===== src/rtl/i2c_pkg.sv =====
//------------------------------------------------------------------------------
// Module   : i2c_pkg
// Brief    : Shared types and status codes for the I2C transaction sequencer.
// Revision : 1.0 - initial release
//------------------------------------------------------------------------------
`default_nettype none

package i2c_pkg;

   typedef enum logic [2:0] {
      IDLE      = 3'd0,
      LOAD      = 3'd1,
      ISSUE     = 3'd2,
      WAIT_BUSY = 3'd3,
      RUN       = 3'd4,
      RESP      = 3'd5
   } seq_state_t;

   localparam logic [1:0] ST_OK      = 2'b00;
   localparam logic [1:0] ST_NACK    = 2'b01;
   localparam logic [1:0] ST_TIMEOUT = 2'b10;
   localparam logic [1:0] ST_BADLEN  = 2'b11;

endpackage

`default_nettype wire


===== src/rtl/i2c_byte_buf.sv =====
//------------------------------------------------------------------------------
// Module   : i2c_byte_buf
// Brief    : Payload register file with bounded write pointer and saturating read pointer.
// Revision : 1.0 - initial release
//------------------------------------------------------------------------------
`default_nettype none

module i2c_byte_buf #(
   parameter int MAX_BYTES = 4
) (
   input  logic                           clk_400,
   input  logic                           rst_n,
   input  logic                           clr,
   input  logic [$clog2(MAX_BYTES):0]     len,
   input  logic                           wr_en,
   input  logic [7:0]                     wr_data,
   input  logic                           adv,
   output logic [7:0]                     rd_data,
   output logic [$clog2(MAX_BYTES):0]     wr_ptr
);

   localparam int c_idx_w = $clog2(MAX_BYTES);
   localparam int c_ptr_w = c_idx_w + 1;

   logic [7:0]         r_mem [MAX_BYTES];
   logic [c_ptr_w-1:0] r_wr_ptr;
   logic [c_ptr_w-1:0] r_rd_ptr;

   always_ff @(posedge clk_400) begin
      if (!rst_n) begin
         for (int i = 0; i < MAX_BYTES; i++) r_mem[i] <= 8'h00;
         r_wr_ptr <= '0;
         r_rd_ptr <= '0;
      end else if (clr) begin
         r_wr_ptr <= '0;
         r_rd_ptr <= '0;
      end else begin
         if (wr_en && (r_wr_ptr < len)) begin
            r_mem[r_wr_ptr[c_idx_w-1:0]] <= wr_data;
            r_wr_ptr <= r_wr_ptr + c_ptr_w'(1);
         end
         // Stop on the last valid byte so surplus advances never expose stale data
         if (adv && ((r_rd_ptr + c_ptr_w'(1)) < len))
            r_rd_ptr <= r_rd_ptr + c_ptr_w'(1);
      end
   end

   assign rd_data = r_mem[r_rd_ptr[c_idx_w-1:0]];
   assign wr_ptr  = r_wr_ptr;

endmodule

`default_nettype wire


===== src/rtl/i2c_txn_sequencer.sv =====
//------------------------------------------------------------------------------
// Module   : i2c_txn_sequencer
// Brief    : Command front end for the I2C byte master: buffering, sequencing, status, watchdog.
// Revision : 1.0 - initial release
//------------------------------------------------------------------------------
`default_nettype none

module i2c_txn_sequencer
   import i2c_pkg::*;
#(
   parameter int MAX_BYTES   = 4,
   parameter int TIMEOUT_CYC = 4096
) (
   input  logic                        clk_400,
   input  logic                        rst_n,
   input  logic                        cmd_valid,
   output logic                        cmd_ready,
   input  logic                        cmd_rw,
   input  logic [6:0]                  cmd_dev_addr,
   input  logic [$clog2(MAX_BYTES):0]  cmd_len,
   input  logic                        wr_valid,
   output logic                        wr_ready,
   input  logic [7:0]                  wr_data,
   output logic                        rd_valid,
   output logic [7:0]                  rd_data,
   output logic                        rsp_valid,
   output logic [1:0]                  rsp_status,
   output logic                        m_start,
   output logic                        m_rw,
   output logic [6:0]                  m_addr,
   output logic [7:0]                  m_wdata,
   output logic                        m_more,
   input  logic                        m_wbyte_taken,
   input  logic [7:0]                  m_rdata,
   input  logic                        m_rdata_valid,
   input  logic                        m_busy,
   input  logic                        m_done,
   input  logic                        m_ack_error
);

   localparam int                c_len_w    = $clog2(MAX_BYTES) + 1;
   localparam int                c_tmo_w    = $clog2(TIMEOUT_CYC);
   localparam logic [c_tmo_w-1:0] c_tmo_last = c_tmo_w'(TIMEOUT_CYC - 1);

   seq_state_t         r_state;
   logic [c_len_w-1:0] r_len;
   logic [c_len_w-1:0] r_remaining;
   logic [c_tmo_w-1:0] r_timer;
   logic               r_nack;
   logic               r_resp_pend;

   logic               w_accept;
   logic               w_len_bad;
   logic               w_timeout;
   logic               w_byte_in;
   logic               w_buf_wr;
   logic               w_buf_adv;
   logic [c_len_w-1:0] w_wr_ptr;

   assign w_accept  = (r_state == IDLE) && cmd_valid && cmd_ready;
   assign w_len_bad = (cmd_len == '0) || (cmd_len > c_len_w'(MAX_BYTES));
   assign w_timeout = (r_timer == c_tmo_last);
   assign w_byte_in = (r_state == RUN) && m_rw && m_rdata_valid;
   assign w_buf_wr  = (r_state == LOAD) && wr_valid && wr_ready;
   assign w_buf_adv = (r_state == RUN) && !m_rw && m_wbyte_taken;
   assign m_more    = ((r_state == ISSUE) || (r_state == WAIT_BUSY) || (r_state == RUN))
                      && (r_remaining > c_len_w'(1));

   i2c_byte_buf #(
      .MAX_BYTES (MAX_BYTES)
   ) u_buf (
      .clk_400 (clk_400),
      .rst_n   (rst_n),
      .clr     (w_accept),
      .len     (r_len),
      .wr_en   (w_buf_wr),
      .wr_data (wr_data),
      .adv     (w_buf_adv),
      .rd_data (m_wdata),
      .wr_ptr  (w_wr_ptr)
   );

   always_ff @(posedge clk_400) begin
      if (!rst_n) begin
         r_state     <= IDLE;
         r_len       <= '0;
         r_remaining <= '0;
         r_timer     <= '0;
         r_nack      <= 1'b0;
         r_resp_pend <= 1'b0;
         cmd_ready   <= 1'b0;
         wr_ready    <= 1'b0;
         rd_valid    <= 1'b0;
         rd_data     <= 8'h00;
         rsp_valid   <= 1'b0;
         rsp_status  <= ST_OK;
         m_start     <= 1'b0;
         m_rw        <= 1'b0;
         m_addr      <= 7'h00;
      end else begin
         m_start   <= 1'b0;
         rd_valid  <= 1'b0;
         rsp_valid <= 1'b0;
         case (r_state)
            IDLE: begin
               cmd_ready <= 1'b1;
               if (w_accept) begin
                  cmd_ready   <= 1'b0;
                  r_len       <= cmd_len;
                  r_nack      <= 1'b0;
                  r_resp_pend <= 1'b0;
                  if (w_len_bad) begin
                     r_state    <= RESP;
                     rsp_valid  <= 1'b1;
                     rsp_status <= ST_BADLEN;
                  end else begin
                     m_rw        <= cmd_rw;
                     m_addr      <= cmd_dev_addr;
                     r_remaining <= cmd_len;
                     if (cmd_rw) begin
                        r_state <= ISSUE;
                        m_start <= 1'b1;
                        r_timer <= '0;
                     end else begin
                        r_state  <= LOAD;
                        wr_ready <= 1'b1;
                     end
                  end
               end
            end
            LOAD: begin
               if (w_buf_wr && ((w_wr_ptr + c_len_w'(1)) == r_len)) begin
                  wr_ready <= 1'b0;
                  r_state  <= ISSUE;
                  m_start  <= 1'b1;
                  r_timer  <= '0;
               end
            end
            ISSUE: begin
               r_state <= WAIT_BUSY;
               r_timer <= r_timer + c_tmo_w'(1);
            end
            WAIT_BUSY, RUN: begin
               if ((r_state == RUN) && m_ack_error) r_nack <= 1'b1;
               if (w_byte_in) begin
                  rd_valid <= 1'b1;
                  rd_data  <= m_rdata;
                  if (r_remaining != '0) r_remaining <= r_remaining - c_len_w'(1);
               end
               if (w_buf_adv && (r_remaining > c_len_w'(1)))
                  r_remaining <= r_remaining - c_len_w'(1);
               // A byte landing on the final cycle delays the response by one cycle
               if (w_timeout) begin
                  r_state     <= RESP;
                  rsp_status  <= ST_TIMEOUT;
                  rsp_valid   <= !w_byte_in;
                  r_resp_pend <= w_byte_in;
               end else if (r_state == WAIT_BUSY) begin
                  r_timer <= r_timer + c_tmo_w'(1);
                  if (m_busy) r_state <= RUN;
               end else begin
                  r_timer <= r_timer + c_tmo_w'(1);
                  if (m_done) begin
                     r_state     <= RESP;
                     rsp_status  <= (r_nack || m_ack_error) ? ST_NACK : ST_OK;
                     rsp_valid   <= !w_byte_in;
                     r_resp_pend <= w_byte_in;
                  end
               end
            end
            RESP: begin
               if (r_resp_pend) begin
                  r_resp_pend <= 1'b0;
                  rsp_valid   <= 1'b1;
               end else begin
                  r_state   <= IDLE;
                  cmd_ready <= 1'b1;
               end
            end
            default: r_state <= IDLE;
         endcase
      end
   end

endmodule

`default_nettype wire


===== config.mk =====
export PLATFORM = sky130hd
export DESIGN_NAME = i2c_txn_sequencer
export DESIGN_NICKNAME = d
export VERILOG_FILES = /design/src/rtl/i2c_pkg.sv /design/src/rtl/i2c_byte_buf.sv /design/src/rtl/i2c_txn_sequencer.sv
export SDC_FILE = /design/constraint.sdc
export NUM_CORES = 1
export LEC_CHECK = 0
export ABC_CLOCK_PERIOD_IN_PS = 6500
export BUFFER_PORTS_ARGS = -buffer_cell sky130_fd_sc_hd__buf_2
export CAP_MARGIN = 20
export CORE_UTILIZATION = 45
export CTS_CLUSTER_DIAMETER = 50
export CTS_CLUSTER_SIZE = 16
export DETAILED_ROUTE_END_ITERATION = 12
export GPL_TIMING_DRIVEN = 0
export PLACE_DENSITY_LB_ADDON = 0.08
export RECOVER_POWER = 100
export SLEW_MARGIN = 40
export SYNTH_ARGS = -nofsm -noshare
export SYNTH_HDL_FRONTEND = slang
export SYNTH_SLANG_ARGS = --single-unit

===== constraint.sdc =====
create_clock -name clk_400 -period 6.5 [get_ports clk_400]
set_input_delay 1.3 -clock clk_400 [delete_from_list [all_inputs] [get_ports clk_400]]
set_output_delay 1.3 -clock clk_400 [all_outputs]
set_load 0.01 [all_outputs]

Word-level counts from Yosys, hierarchy flattened
Memories as Yosys holds them, arrays and structs flattened. A register that Yosys moved wholly into a read port is not among the register bits.
Cells that the tools add are included.
{ "totals": {"register_bits": 52, "mem_bits_rw": 32, "in_bits": 36, "out_inout_bits": 32, "elab_cells": 160, "mem_count": 1} }
{ "classes": {"addsub": 4, "n_lt_le_gt_ge": 4, "n_eq_ne": 22, "n_mux": 67, "n_bitwise": 2, "n_reduce_logical": 43} }
{ "memory_table": {"columns": ["memory", "depth", "width", "rd", "rd_ports_with_merged_regs", "wr", "line_no", "source"], "rows": [
  ["u_buf.r_mem", 4, 8, 1, 1, 4, "i2c_byte_buf.sv:25", "logic [7:0] r_mem [MAX_BYTES];"]
]} }
{ "ops": {"columns": ["op", "count"], "rows": [
  ["12-bit two-way mux", 5],
  ["12-bit case mux with 4 select lines", 1],
  ["3-bit two-way mux", 13],
  ["1-bit two-way mux", 29],
  ["5-bit AND reduction", 4],
  ["2-bit two-way mux", 9],
  ["3-bit case mux with 5 select lines", 1],
  ["1-bit logical AND", 14],
  ["2-bit inequality test, second input constant", 7],
  ["12-bit by 1-bit adder with 12-bit output, second input constant", 1],
  ["12-bit equality test, second input constant", 1],
  ["3-bit inequality test, second input constant", 4],
  ["8-bit two-way mux", 1],
  ["4-bit inequality test, second input constant", 2],
  ["1-bit case mux with 2 select lines", 4],
  ["2-bit AND reduction", 4],
  ["8-bit OR reduction", 1],
  ["3-bit by 1-bit adder with 3-bit output, second input constant", 2],
  ["3-bit by 2-bit equality test with 1-bit output, second input constant", 2],
  ["3-bit equality test, second input constant", 2],
  ["3-bit zero test", 2],
  ["3-bit < comparator", 2],
  ["1-bit case mux with 3 select lines", 2],
  ["3-bit case mux with 2 select lines", 1],
  ["other kinds (17)", 28]
]} }

Logic depth before layout (Yosys ltp)
Gate-level depths: netlist of run 1.
{ "depth": {"ltp_word": 10, "ltp_mapped": 9, "mapped_depth_nobuf": 8} }

Hierarchy
A second synthesis of run 1 with hierarchy kept.
{ "hier_totals": {"cells_unflattened": 437, "hier_area_um2": 4310.4} }
{ "by_module_without_submodules": {"columns": ["mod", "n_inst", "cells_each", "area_each_um2", "seq_area_each_um2"], "rows": [
  ["i2c_txn_sequencer", 1, 293, 2424.8, 920.9],
  ["i2c_byte_buf", 1, 144, 1885.6, 1121.1]
]} }

Least setup slack after synthesis of run 1
Ideal clock, no wire load.
{ "synth_path": {"path_kind": "input-to-reg", "from": "input rst_n", "to": "memory u_buf.r_mem[0][0] (enable)", "setup_time_ns": 0.335, "t_arrival_ns": 2.694, "required_ns": 6.165, "slack_ns": 3.471, "stages": 5, "path_buffers": 2, "cell_sequence": "clkdlybuf4s15_1 > nand2_1 > clkbuf_1 > nor4_1 > nand2b_1"} }
{ "synth_rtl": {"columns": ["item", "line_no", "source"], "rows": [
  ["start, declared", "i2c_txn_sequencer.sv:15", "input logic rst_n,"],
  ["end, declared", "i2c_byte_buf.sv:25", null]
]} }

==> results.toml, run 1 <==
[setup_path]
crit_required_ns = 6.51
path_max_fanout = 10
end_kind = "register"
critPathArrivalTime_ns = 3.91
start_kind = "input pin"
critPathKind = "in -> reg"

[global_route]
grt_use_met3 = 0.04894
grt_pass1_wl_um = 15420
overflow = 0
antenna_found_initial = 0
grt_pass1_vias = 3037
grt_usage = 0.2028
top_usage_layer = "met2"
grt_max_degree = 17
grt_use_met2 = 0.3136
grt_use_met1 = 0.2857

[route]
drt-total-wl_um = 9339
drtIter0Drc = 166
first_pass_iters = 4
dr_total_vias = 3198
avgViaCountPerCell = 5.312
drc_errors = 0
wl_per_cell_um = 15.51
drtAntennaViolNets = 0

[clocking]
ctsResizeCount = 0
cts_sinks = 86
cts_setup_buffers = 0
cts.clk_slew.worst_paths_ns = 0.09
root_buffer = "clkbuf_8"
clockBufferDepth = 2
insertion_delay_ns = 0.36
holdBufCountCts = 0
numCtsBuffers = 9
htreeDepth = 3
cts_tree = "yes"

[yosys]
synth-seq-area-share = 0.4826
syn_area_per_cell_um2 = 10.37
synth_cells = 408
synth_cell_types = 61
ys_seq_elements = 86
synthArstFlopShare = 0
synthesis.area_um2 = 4232
synth_flop_cell = "dfxtp_1"
synth_fp_nets = 455
synth_edf_count = 32
synth_warnings = 0

[power]
pwr-share-clk = 0.266
power.density_nw_per_um2 = 306.1
pwr-share-comb = 0.304
total_leakage_power_nw = 1.811
p_int_mw = 0.9617
p_seq_frac = 0.430
peakVddDrop_mv = 0.1777
p_sw_mw = 0.5196
switching_share = 0.3508

[die]
dieHeight_um = 98.97
io_pins = 68
core_area_um2 = 9153
start_util = 0.4623
die_area_um2 = 9795
num_rows = 35
die_x_um = 98.97

[sta]
fmax_mhz = 256.2
setup_tns_ns = 0
drv_slew = 10
fin_crit_sh = 0.6005
period_needed_ns = 3.903
slew_headroom = -0.05583
grt_setup_unrepaired = "false"
worstMarginPinSlew_ns = 1.569
hold_viol_final = 0
setup_violations = 0
skew_ns = 0.01172

[place]
port_buffers = 66
dp_hpwl_um = 6633
gp_congestion = 0.8232

[outcome]
violations = "capacitance limit, slew limit"
status = "finished with violations"

[cells_and_area]
nets = 533
syn2layout_area_growth_pct = 14.37
n_antenna_cell = 0
final_util = 0.5288
layout-drive-gt1-share = 0.1426

[worst_hold_path]
hp-class = "reg -> reg"

[flow_run]
drv_cap = 1
[registers in the layout, indices dropped and copies added, names as in the netlist, named ones only]
| signal | count |
|---|---|
| u_buf.r_mem | 32 |
| r_timer | 12 |
| rd_data | 8 |
| m_addr | 7 |
| r_len | 3 |
| r_remaining | 3 |
| r_state | 3 |
| u_buf.r_rd_ptr | 3 |
| u_buf.wr_ptr | 3 |
| rsp_status | 2 |
| cmd_ready | 1 |
| m_rw | 1 |
| m_start | 1 |
| r_nack | 1 |
| r_resp_pend | 1 |
| rd_valid | 1 |
| rsp_valid | 1 |
| wr_ready | 1 |
[layout by cell type (no fill, tap or decap), drive strengths merged, types with 2 or more instances in the layout]
cell type	count
clkinv	2
o31ai	3
inv	16
a22oi	4
edfxtp	32
nand4	6
mux2i	17
and2	36
a21o	3
mux4	8
nand2b	7
nand3	11
o211ai	6
dfxtp	54
nor2b	18
and3	6
or3	5
nand3b	2
o22ai	3
ha	11
clkbuf	59
nor3b	3
o21bai	2
nand2	42
a31oi	4
buf	34
nor3	3
a21boi	9
and2b	2
nor4	4
xor2	3
a21oi	9
a221o	2
xnor2	3
o21ai	19
nor2	25
[Yosys cell counts, types with 2 or more instances]
cell	instances	area, um2
nand3_1	10	50.05
and2_1	35	219.0
nand2_1	42	157.7
nor2b_1	18	112.6
nand2b_1	7	43.79
xor2_1	3	26.28
or3_1	5	31.28
nand4_1	6	37.54
nor2_1	24	90.09
clkbuf_1	11	41.29
mux4_2	8	180.2
nor3b_1	3	22.52
and3_1	5	31.28
nand3b_1	2	15.01
clkbuf_8	3	41.29
o31ai_1	3	22.52
o21ai_0	18	90.09
inv_1	13	48.80
a221o_1	2	20.02
dfxtp_1	54	1081
a31oi_1	4	25.02
edfxtp_1	32	960.9
nor4_1	4	25.02
xnor2_1	3	26.28
and2b_1	2	15.01
o211ai_1	6	45.04
ha_1	11	137.6
a21o_2	2	17.52
mux2i_1	17	170.2
a22oi_1	4	30.03
a21oi_1	9	45.04
a21boi_0	9	67.56
nor3_1	3	15.01
o22ai_1	3	18.77
[cell families after synthesis]
family          count (synthesis)  synth area share
simple gates                  172            0.2179
buf+inv                        31           0.03874
fa+ha+maj                      11           0.03252
flops                          86            0.4826
compound gates                 76            0.1274
xor+xnor                        7           0.01804
mux                            25           0.08279
[path summary, 6_finish.rpt]
check	start	endpoint	slack [ns]	depth (start not counted)
max	rst_n	u_buf.r_mem[0][1]	2.60	5
min	rd_data[2]	rd_data[2]	0.47	2
max reg2reg	r_len[1]	u_buf.r_mem[0][1]	2.98	7
min reg2reg	rd_data[2]	rd_data[2]	0.47	2
[metrics by stage]
| step | setup WS [ns] | instances | hold WS [ns] | cell area, um2 | power, mW |
|---|---|---|---|---|---|
| 3_3_place_gp | 2.424 | 585 | 0.4416 | 4701 | 1.112 |
| 4_1_cts | 2.926 | 602 | 0.4715 | 4942 | 1.521 |
| 2_1_floorplan | 3.471 | 408 | 0.4280 | 4232 | 0.9889 |
| 6_report | 2.597 | 602 | 0.4706 | 4840 | 1.481 |
| 5_1_grt | 2.448 | 602 | 0.4975 | 4840 | 1.579 |
| 3_5_place_dp | 2.535 | 586 | 0.4580 | 4738 | 1.123 |
[metal layers]
metal,routed length (um),up-vias
met5,0,-
li1,-,1610
met1,4675,1515
met2,4229,66
met4,87,0
met3,347,7
[worst max-delay path: stages]
cell	delay, ns
clkdlybuf4s25_1	0.45
nand2_1	0.16
clkbuf_1	0.26
nor4_1	1.23
nand2b_1	0.51
[layout make-up]
type,instances,area [um2]
clock inverters,7,80.08
repair buffers,67,291.5
flip-flops and latches,86,2042
well taps,111,138.9
clock buffers,9,123.9
fillers,888,4313
plain buffers,18,111.4
inverters,13,48.80
multi-input cells,291,2003
[power groups by stage]
stage | Combinational (mW) | Sequential (mW) | Clock (mW)
2_1_floorplan | 0.342 | 0.647 | 0
3_3_place_gp | 0.465 | 0.647 | 0
3_5_place_dp | 0.475 | 0.648 | 0
4_1_cts | 0.477 | 0.637 | 0.408
5_1_grt | 0.507 | 0.644 | 0.427
6_report | 0.451 | 0.637 | 0.393
Power figures use the tool's default switching activity.
==> run 2: changes to the inputs <==
- ABC_CLOCK_PERIOD_IN_PS: 6500 -> 4010
- clock period: 6.5 -> 4.01 ns (I/O delays scaled with it)
==> run 2 against run 1 <==
  * The flow still finishes with violations (capacitance limit, slew limit)
  * Clock skew about the same
  * Worst hold slack about the same
  * Flip-flop and latch count unchanged
  * Non-clock buffer count unchanged
  * First-iteration DRC count decreased by 3.6%
  * Sequential share of layout area increased by 0.33 points
  * Routed wire length decreased by 0.21%
  * Critical path type is now reg -> reg
==> results.toml, run 2 (synthesis gave the netlist of run 1 again) <==
[die]
start_util = 0.4623
num_rows = 35
io_pins = 68
dieHeight_um = 98.97
core_area_um2 = 9153
die_x_um = 98.97
die_area_um2 = 9795

[route]
drtAntennaViolNets = 0
avgViaCountPerCell = 5.337
drc_errors = 0
dr_total_vias = 3213
drt-total-wl_um = 9319
first_pass_iters = 4
drtIter0Drc = 160
wl_per_cell_um = 15.48

[global_route]
grt_max_degree = 17
grt_pass1_vias = 3037
grt_pass1_wl_um = 15420
overflow = 0
grt_usage = 0.2028
top_usage_layer = "met2"
grt_use_met3 = 0.04894
grt_use_met1 = 0.2857
antenna_found_initial = 0
grt_use_met2 = 0.3136

[clocking]
holdBufCountCts = 0
insertion_delay_ns = 0.36
cts_sinks = 86
clockBufferDepth = 2
numCtsBuffers = 9
cts_tree = "yes"
root_buffer = "clkbuf_8"
cts.clk_slew.worst_paths_ns = 0.09
cts_setup_buffers = 0
ctsResizeCount = 0
htreeDepth = 3

[setup_path]
path_max_fanout = 10
start_kind = "register"
crit_required_ns = 4.02
critPathKind = "reg -> reg"
end_kind = "register"
critPathArrivalTime_ns = 3.55

[power]
peakVddDrop_mv = 0.2873
total_leakage_power_nw = 1.795
power.density_nw_per_um2 = 494.9
power_mw = 2.376

[sta]
skew_ns = 0.01221
worstMarginPinSlew_ns = 1.575
hold_viol_final = 0
setup_tns_ns = 0
fmax_mhz = 282.4
slew_headroom = -0.05950
drv_slew = 10
setup_violations = 0
fin_crit_sh = 0.8830
period_needed_ns = 3.541
grt_setup_unrepaired = "false"

[cells_and_area]
largest-register = "u_buf.r_mem"
largest_reg_flops = 32
n_antenna_cell = 0
num-fill-cells = 892
layout-drive-gt1-share = 0.1344
reg_top3 = "u_buf.r_mem (32), r_timer (12), rd_data (8)"
final_common_cell = "dfxtp_1"
syn2layout_area_growth_pct = 13.48
final_cell_mix = "dfxtp_1, clkbuf_1, nand2_1, buf_2, edfxtp_1"
nets = 533
final_area_um2 = 4802

[place]
port_buffers = 66
dp_hpwl_um = 6633
gp_congestion = 0.8232
place_area_um2 = 4738

[outcome]
status = "finished with violations"
violations = "capacitance limit, slew limit"

[flow_run]
drv_cap = 1

[worst_hold_path]
hp-class = "reg -> reg"
==> run 2: changes by cell type in the layout (fill, tap and decap cells not counted) <==
cell,delta
buf_6,-1
o2bb2ai_2,-1
and2_1,+1
nand3_2,-1
and2_0,-1
nand3_1,+1
clkbuf_1,+2
clkbuf_8,-2
o2bb2ai_1,+1
buf_2,+1
==> run 2: metrics by stage <==
step / utilization / setup WS [ns] / cells / hold slack (ns)
global placement: 0.5136 / 0.4322 / 585 / 0.4416
CTS: 0.5400 / 0.5441 / 602 / 0.4715
detailed placement: 0.5177 / 0.5431 / 586 / 0.4580
global route: 0.5247 / 0.1829 / 602 / 0.4975
finish: 0.5247 / 0.4693 / 602 / 0.4702
floorplan: - / 1.479 / 408 / 0.4280
==> run 2: cell type report <==
cell class / instances / area (um2) / area share
tap: 111 / 138.9 / 0.02892
sequential: 86 / 2042 / 0.4252
timing repair buffer: 67 / 292.8 / 0.06097
buffer: 18 / 83.83 / 0.01746
clock inverter: 7 / 80.08 / 0.01668
inverter: 13 / 48.80 / 0.01016
multi-input combinational: 291 / 1992 / 0.4148
clock buffer: 9 / 123.9 / 0.02579
==> run 2: worst max-delay path, cell delays in order, from the launching register on <==
cell and delay, ns:
dfxtp_1 0.33, clkbuf_1 0.33, inv_1 0.20, nand4_1 0.21, nand2_1 0.12, clkbuf_1 0.26
nor4_1 1.23, nand2b_1 0.51
==> run 2: worst paths after layout <==
check | from | end | slack [ns] | depth (start not counted)
max reg2reg | r_state[0] | u_buf.r_mem[0][1] | 0.47 | 7
max | r_state[0] | u_buf.r_mem[0][1] | 0.47 | 7
min | rd_data[2] | rd_data[2] | 0.47 | 2
min reg2reg | rd_data[2] | rd_data[2] | 0.47 | 2
==> run 2: metal layers <==
layer	share of wire	routed length, um
met2	0.45	4218
met1	0.50	4664
met4	0.0093	87
met3	0.037	349
met5	0	0
==> run 2: where the power goes <==
part	internal, mW	switching (mW)	total, mW	leakage, nW
logic	0.268	0.440	0.708	0.925
clock network	0.297	0.340	0.637	0.102
registers	0.976	0.0560	1.03	0.768
==> run 3: changes to the inputs <==
- ABC_AREA: default -> 1
- CORE_UTILIZATION: 45 -> 30
==> run 3 against run 2 <==
  * Highest routed layer unchanged
  * Register-to-register slack improved by 0.67 ns
  * Largest cell class unchanged
  * Sequential share of layout area is 1.0 points lower
  * The run ends with capacitance limit left
  * Non-clock buffer count fell by 10
  * Area after synthesis about the same
  * Critical path depth grew 1
  * Critical path type is now reg -> out
  * Power up 11%
  * Clock-buffer cell count unchanged
  * Sequential power up 4%
  * Core utilization fell by 17 points
==> results.toml, run 3 <==
[sta]
worstMarginPinSlew_ns = 1.471
drv_slew = 0
slew_headroom = 0.01117
skew_ns = 0.008865
fmax_mhz = 324.0
grt_setup_unrepaired = "false"
hold_ws_ns = 0.4956
hold_viol_final = 0
finalWorstSetupSlack_ns = 0.9231
setup_violations = 0
period_needed_ns = 3.087
setup_tns_ns = 0
fin_crit_sh = 0.7698

[outcome]
violations = "capacitance limit"
status = "finished with violations"

[global_route]
grt_pass1_vias = 3699
grt_max_degree = 16
overflow = 0
grt_pass1_wl_um = 18260
antenna_found_initial = 0
grt_usage = 0.1629

[yosys]
ys_seq_elements = 86
synth_top_cell_area_share = 0.2557
synth_cells = 551
synth.most_common_cell = "nor2_1"
synthTopCellsByCount = "nor2_1, nand2_1, inv_1"
synth_edf_count = 32
synth_area_leader_cell = "dfxtp_1"
synth.area.top_cells = "dfxtp_1, edfxtp_1, nor2_1, nand2_1, o21ai_0"
synthArstFlopShare = 0
synth_cell_types = 37
synth-seq-area-share = 0.4830
synth_warnings = 0
synthesis.area_um2 = 4228
syn_area_per_cell_um2 = 7.673
synth_flop_cell = "dfxtp_1"
synth_fp_nets = 598

[cells_and_area]
largest-register = "u_buf.r_mem"
reg_top3 = "u_buf.r_mem (32), r_timer (12), rd_data (8)"
final_util = 0.3561
layout-drive-gt1-share = 0.1011
final_area_um2 = 4923
nets = 675
syn2layout_area_growth_pct = 16.45
final_cell_mix = "nor2_1, nand2_1, inv_1, dfxtp_1, o21ai_0"
layout.cells.non_filler = 813
multiInputGateArea_um2 = 1813
final_common_cell = "nor2_1"
n_antenna_cell = 0
largest_reg_flops = 32
num-fill-cells = 1515
regArea_um2 = 2042

[worst_hold_path]
hp-class = "reg -> reg"

[route]
drt-total-wl_um = 11210
avgViaCountPerCell = 4.627
drc_errors = 0
drtIter0Drc = 198
dr_total_vias = 3762
first_pass_iters = 4
drtAntennaViolNets = 0
wl_per_cell_um = 13.78

[die]
die_x_um = 120.7
num_rows = 43
start_util = 0.3058
io_pins = 68
core_area_um2 = 13830
dieHeight_um = 120.7
die_area_um2 = 14570

[place]
gp_congestion = 0.7661
place_ws_ns = 1.237
post-place-cells = 797
dp_hpwl_um = 8209
place_area_um2 = 4797
port_buffers = 66

[setup_path]
critPathArrivalTime_ns = 2.28
critPathKind = "reg -> out"
cp-startpoint = "r_state[1]"
crit_required_ns = 3.21
path_common_cell = "nand2_1"
end_kind = "primary output"
reg2reg_from = "r_len[2]"
critPathSlowestCell = "dfxtp_1"
critPathMaxStageDelay_ns = 0.37
cp-endpoint = "m_more"
rr_worst_depth = 11
start_kind = "register"
crit_chain = "nor2_1 > nand2_1 > nand2_1 > inv_4 > nand2_1 > inv_1 > a21oi_1 > buf_2"
reg2reg_to = "u_buf.r_mem[0][1]"
reg2reg_setup_slack_ns = 1.14
path_max_fanout = 10

[power]
peakVddDrop_mv = 0.2289
power.density_nw_per_um2 = 534.7
total_leakage_power_nw = 2.201
power_mw = 2.633

[clocking]
insertion_delay_ns = 0.35
cts.clk_slew.worst_paths_ns = 0.07
numCtsBuffers = 9
cts_sinks = 86
root_buffer = "clkbuf_16"
htreeDepth = 3
holdBufCountCts = 0
ctsResizeCount = 0
clockBufferDepth = 2
cts_setup_buffers = 0
cts_tree = "yes"

[flow_run]
drv_cap = 1
[run 3: per-layer routing]
layer / vias up / routed length (um) / track usage
li1: 1938 / - / -
met3: 12 / 326 / 0.03491
met5: - / 0 / 0
met1: 1764 / 5382 / 0.2051
met4: 0 / 152 / 0.05324
met2: 48 / 5346 / 0.2759
[run 3: power by group]
part           switching [mW]  total (mW)  internal, mW  leakage (nW)
combinational           0.534       0.773         0.239          1.30
clock                   0.365       0.786         0.421         0.129
sequential             0.0738        1.07          1.00         0.769
[run 3: worst min-delay path by stage]
stage,start,end,depth (start not counted)
after detailed placement,rsp_status[1],rsp_status[1],2
final,rsp_status[1],rsp_status[1],2
after global placement,rsp_status[0],rsp_status[0],2
after global routing,r_timer[2],r_timer[2],2
after floorplan,r_timer[3],r_timer[3],2
after CTS,rsp_status[1],rsp_status[1],2
[run 3: logic make-up after synthesis]
family,share of synthesized area
xor gates and xnor gates,0.006216
and+or+nand+nor,0.2971
buffers and inverters,0.06747
adders and majority gates,0.03255
AOI/OAI and AO/OA,0.1136
DFF,0.4830
[run 3: worst max-delay path: cells and delay by family (launching register included)]
kind,cells,cell delay [ns]
and+or+nand+nor,4,0.97
DFF,1,0.37
buffers and inverters,3,0.43
AOI/OAI and AO/OA,1,0.15
[run 3: cell type report]
cell class / instances / area share
well taps: 180 / 0.04574
multi-input cells: 392 / 0.3682
inverters: 64 / 0.04930
plain buffers: 9 / 0.006862
repair buffers: 66 / 0.05921
clock inverters: 7 / 0.01017
clock buffers: 9 / 0.04574
flip-flops and latches: 86 / 0.4147
